**src/rtl/sram_port_arbiter.sv**
```systemverilog
// Shares one single-port memory between instruction fetch and data access; data has priority, with a streak bound on fetch starvation.
// Latency: 3 cycles minimum from the request being sampled in IDLE to done; the memory stalls the FSM by withholding mem_addr_ok or mem_data_ok.
module sram_port_arbiter #(
    parameter int ADDR_W          = 32,
    parameter int DATA_W          = 32,
    parameter int MAX_DATA_STREAK = 4
) (
    input  logic              clk,
    input  logic              rst,
    input  logic              inst_req,
    input  logic [ADDR_W-1:0] inst_addr,
    output logic [DATA_W-1:0] inst_rdata,
    output logic              inst_done,
    input  logic              data_req,
    input  logic [3:0]        data_wen,
    input  logic [ADDR_W-1:0] data_addr,
    input  logic [DATA_W-1:0] data_wdata,
    output logic [DATA_W-1:0] data_rdata,
    output logic              data_done,
    output logic              mem_req,
    output logic [3:0]        mem_wen,
    output logic [ADDR_W-1:0] mem_addr,
    output logic [DATA_W-1:0] mem_wdata,
    input  logic              mem_addr_ok,
    input  logic              mem_data_ok,
    input  logic [DATA_W-1:0] mem_rdata,
    output logic              stallreq
);

    localparam int SW = $clog2(MAX_DATA_STREAK + 1);
    localparam logic [SW-1:0] STREAK_MAX = SW'(MAX_DATA_STREAK);

    typedef enum logic [2:0] {
        IDLE   = 3'd0,
        I_ADDR = 3'd1,
        I_WAIT = 3'd2,
        D_ADDR = 3'd3,
        D_WAIT = 3'd4
    } state_t;

    state_t            r_state;
    state_t            w_next;
    logic [SW-1:0]     r_streak;
    logic [ADDR_W-1:0] r_addr;
    logic [3:0]        r_wen;
    logic [DATA_W-1:0] r_wdata;
    logic              w_grant_d;
    logic              w_grant_i;

    // Data wins unless a waiting fetch has already been passed over MAX_DATA_STREAK times.
    assign w_grant_d = (r_state == IDLE) && data_req && (!inst_req || (r_streak < STREAK_MAX));
    assign w_grant_i = (r_state == IDLE) && !w_grant_d && inst_req;

    always_comb begin
        w_next = r_state;
        case (r_state)
            IDLE: begin
                if (w_grant_d) begin
                    w_next = D_ADDR;
                end else if (w_grant_i) begin
                    w_next = I_ADDR;
                end
            end
            I_ADDR:  if (mem_addr_ok) w_next = I_WAIT;
            I_WAIT:  if (mem_data_ok) w_next = IDLE;
            D_ADDR:  if (mem_addr_ok) w_next = D_WAIT;
            D_WAIT:  if (mem_data_ok) w_next = IDLE;
            default: w_next = IDLE;
        endcase
    end

    always_ff @(posedge clk or posedge rst) begin
        if (rst) begin
            r_state <= IDLE;
        end else begin
            r_state <= w_next;
        end
    end

    always_ff @(posedge clk or posedge rst) begin
        if (rst) begin
            r_streak <= '0;
            r_addr   <= '0;
            r_wen    <= '0;
            r_wdata  <= '0;
        end else if (w_grant_d) begin
            r_addr  <= data_addr;
            r_wen   <= data_wen;
            r_wdata <= data_wdata;
            if (!inst_req) begin
                r_streak <= '0;
            end else if (r_streak < STREAK_MAX) begin
                r_streak <= r_streak + 1'b1;
            end
        end else if (w_grant_i) begin
            r_addr   <= inst_addr;
            r_wen    <= '0;
            r_wdata  <= '0;
            r_streak <= '0;
        end
    end

    // Responses outside the WAIT states (e.g. stale ones after reset) never reach a requester.
    assign inst_done  = (r_state == I_WAIT) && mem_data_ok;
    assign data_done  = (r_state == D_WAIT) && mem_data_ok;
    assign inst_rdata = inst_done ? mem_rdata : '0;
    assign data_rdata = data_done ? mem_rdata : '0;

    assign mem_req   = (r_state == I_ADDR) || (r_state == D_ADDR);
    assign mem_addr  = r_addr;
    assign mem_wen   = r_wen;
    assign mem_wdata = r_wdata;

    assign stallreq = (inst_req && !inst_done) || (data_req && !data_done);

endmodule

```
**config.mk**
```make
export PLATFORM = sky130hd
export DESIGN_NAME = sram_port_arbiter
export DESIGN_NICKNAME = d
export VERILOG_FILES = /design/src/rtl/sram_port_arbiter.sv
export SDC_FILE = /design/constraint.sdc
export NUM_CORES = 1
export LEC_CHECK = 0
export ABC_AREA = 1
export CORE_ASPECT_RATIO = 1.25
export CORE_MARGIN = 3
export CORE_UTILIZATION = 32
export DETAILED_ROUTE_END_ITERATION = 16
export GPL_TIMING_DRIVEN = 0
export PLACE_DENSITY_LB_ADDON = 0.25
export SYNTH_ARGS = -nofsm -noshare
export SYNTH_HDL_FRONTEND = slang
export SYNTH_SLANG_ARGS = --single-unit
```
**constraint.sdc**
```tcl
create_clock -name clk -period 2.2 [get_ports clk]
set_clock_uncertainty 0.05 [all_clocks]
set_input_delay 0.44 -clock clk [delete_from_list [all_inputs] [get_ports clk]]
set_output_delay 0.44 -clock clk [all_outputs]
set_load 0.01 [all_outputs]
```
==> out/summary.txt, run 1 <==
=================================================================================
Core area ..........................................................   11800 um^2
Count of unique library cells instantiated by Yosys ................           18
Maximum number of pins on one net before global-route repair .......           38
Biggest fanout along the worst timing path .........................            3
Post-detailed-route count of antenna-violating nets ................            0
Fin. max-slew vios .................................................            0
Std-Cell Rows ......................................................           44
Final setup violation count ........................................            0
Fraction of the cycle the final worst path needs ...................        0.968
Floorplan die height ...............................................       130 um
TritonCTS Sinks ....................................................           74
Cell count after synthesis .........................................          582
Wire length of the first global-routing pass .......................     21900 um
Element type at the critical path end ..............................  output port
Final worst setup slack ............................................    0.0704 ns
Vias/cell ..........................................................         4.21
Element type at the critical path start ............................    flip-flop
Clock tree from TritonCTS ..........................................          yes
Required time of the worst setup path ..............................      1.71 ns
Number of buffers created by CTS ...................................            9
Max Cap Violations .................................................            0
Final global-route overflow total ..................................            0
Post-synthesis net count ...........................................          721
Fmax ...............................................................    0.470 GHz
Number of inserted diodes ..........................................            0
Worst setup slack before clock tree synthesis ......................    -0.472 ns
Drt total wl .......................................................     14000 um
Unrepaired setup endpoints after global routing ....................        false
CTS Buffer Depth ...................................................            2
Maximum resistive drop on vdd ......................................       496 uV
Run status ......................................................... finished clean
Slew at the pin with the worst max-slew slack ......................     0.321 ns
All-Layer GR Usage .................................................        0.202
X dimension of the die .............................................       105 um
Yosys warns ........................................................            0
Violation count after the first detailed-route iteration ...........          197
Avg Inst Size Synth ................................................    6.75 um^2
Type of the tightest min-delay check ............................... primary input to async pin
Die ar. ............................................................   13700 um^2
Sequential cell area ...............................................    1860 um^2
Half-perimeter wire length after placement .........................     11200 um
Netlist area before placement ......................................    3930 um^2
Min Clock Period, post-route .......................................      2.13 ns
PnR Total Power ....................................................      7660 uW
Power density of the placed cells .................................. 1080 nW/um^2
Number of detailed-routing iterations run before antenna repair ....            4
# DRC ..............................................................            0
Synthesis-to-layout area growth ....................................        80.0%
Via total after detailed routing ...................................         4373
Number of storage elements in the synthesis netlist ................           74
Clock Latency Late Sink ............................................      0.33 ns
Routability congestion estimate ....................................        0.831
Num ports ..........................................................          274
Multi-input combinational cell area ................................    1510 um^2
Port buffer count ..................................................          273
Post-synthesis sequential area ratio ...............................        0.471
WP data arrival ....................................................      1.64 ns
Number of global-route vias before repair ..........................         4188
Root cell of the clock tree ........................................    clkbuf_16
Clock slew seen by the registers of the worst setup and hold paths .      0.06 ns
Leakage dissipation ................................................   0.00403 uW
Number of filler instances in the final layout .....................         1135
Post-layout instance count excluding filler cells ..................         1039
Starting utilization of the core area ..............................        0.332
Crit Path Category ................................................. flip-flop to output port
Post-DR wirelength/cell ............................................      13.5 um
Placed cell count ..................................................         1018
Final-stage net count ..............................................         1012
Initial antenna violation count ....................................            0
Fraction of final layout cells sized beyond drive strength 1 .......        0.107
Max_slew headroom ..................................................        0.786
Hold Vio Cnt, Final ................................................            0
H-tree Lvls ........................................................            3
=================================================================================
[cell type report]
class,count,area share
Buffer,25,0.0233
Clock buffer,10,0.0323
Clock inverter,6,0.00919
Inverter,109,0.0583
Multi-Input combinational cell,372,0.214
Sequential cell,74,0.262
Tap cell,161,0.0285
Timing Repair Buffer,282,0.373
[synth_stat cells (all sizes together)]
cell type | instances | area, um^2
nor3 | 1 | 5.00
o21ai | 4 | 20.0
clkbuf | 1 | 5.00
buf | 26 | 169
nor4 | 1 | 21.3
inv | 109 | 409
nand3 | 38 | 190
ha | 1 | 12.5
nand4 | 1 | 6.26
nor2 | 69 | 277
dfrtp | 74 | 1850
nand2 | 257 | 965
[metal layers]
metal / vias up / global-route usage / wire [um] / share of wire
met5: - / 0 / 0 / 0
met4: 0 / 0.0664 / 344 / 0.024
met3: 22 / 0.0668 / 1230 / 0.088
met2: 178 / 0.384 / 7610 / 0.54
met1: 1922 / 0.210 / 4860 / 0.35
li1: 2251 / - / - / -
[critical path: stages, from the launching register on]
cell and delay, ns:
dfrtp_2 0.45, nor4_4 0.32, buf_4 0.16, o21ai_0 0.07, dlygate4sd2_1 0.31
[per-stage QoR]
step / util / setup TNS (ns) / hold slack (ns) / area [um^2]
6_report: 0.598 / 0 / 0.360 / 7080
3_3_place_gp: 0.580 / -29.81 / 0.410 / 6870
5_1_grt: 0.598 / 0 / 0.375 / 7080
3_5_place_dp: 0.584 / -24.06 / 0.414 / 6910
2_1_floorplan: - / 0 / 0.399 / 3940
4_1_cts: 0.609 / 0 / 0.357 / 7210
[cell families after synthesis]
kind of cell / synth area share
fa+ha+maj: 0.00318
buf+inv: 0.148
compound gates: 0.00509
flops: 0.471
simple gates: 0.372
[final timing paths]
kind / from / to / slack (ns) / depth (start not counted)
worst max-delay path: r_state[0] / stallreq / 0.07 / 4
min in group clk: mem_addr[2] / mem_addr[2] / 0.42 / 2
worst min register to register: mem_addr[2] / mem_addr[2] / 0.42 / 2
worst max register to register: r_state[1] / mem_wdata[17] / 0.45 / 8
worst min-delay path: rst / mem_wdata[11] / 0.36 / 2
max in group asynchronous: rst / mem_addr[25] / 1.03 / 4
[registers in the layout, summed over array words and instances (netlist names)]
name and flops:
r_state 3, r_streak 3, mem_wdata 32, mem_addr 32
mem_wen 4
[placed cells by master, fill, tap and decap left out, drive strengths merged]
| cell type | n |
|---|---|
| nor3 | 1 |
| o21ai | 4 |
| clkbuf | 31 |
| bufinv | 1 |
| buf | 45 |
| nor2 | 69 |
| ha | 1 |
| dfrtp | 74 |
| clkinvlp | 2 |
| clkdlybuf4s50 | 204 |
| nand4 | 1 |
| inv | 109 |
| nand3 | 38 |
| dlymetal6s2s | 3 |
| clkdlybuf4s15 | 3 |
| nand2 | 257 |
| clkinv | 3 |
| dlygate4sd2 | 31 |
| nor4 | 1 |
[where the power goes]
group          leakage (uW)  internal [uW]  switching, uW
clock network      0.000143            880            571
registers          0.000928           1980            332
logic               0.00296           1900           1990
[what timing repair did]
item / 4_1_cts / 5_1_grt
buffers inserted: 7 / 0
hold buffers: 0 / 0
pin swaps: 2 / 0
endpoints found under the setup margin: 68 / 39
resized for setup: 120 / 37
(Power assumes the default switching activity.)
==> run 2: changes to the inputs <==
- HOLD_SLACK_MARGIN: default -> 0.08
==> results of run 2 <==
The final DEF is identical to that of run 1; final timing and power are the same.
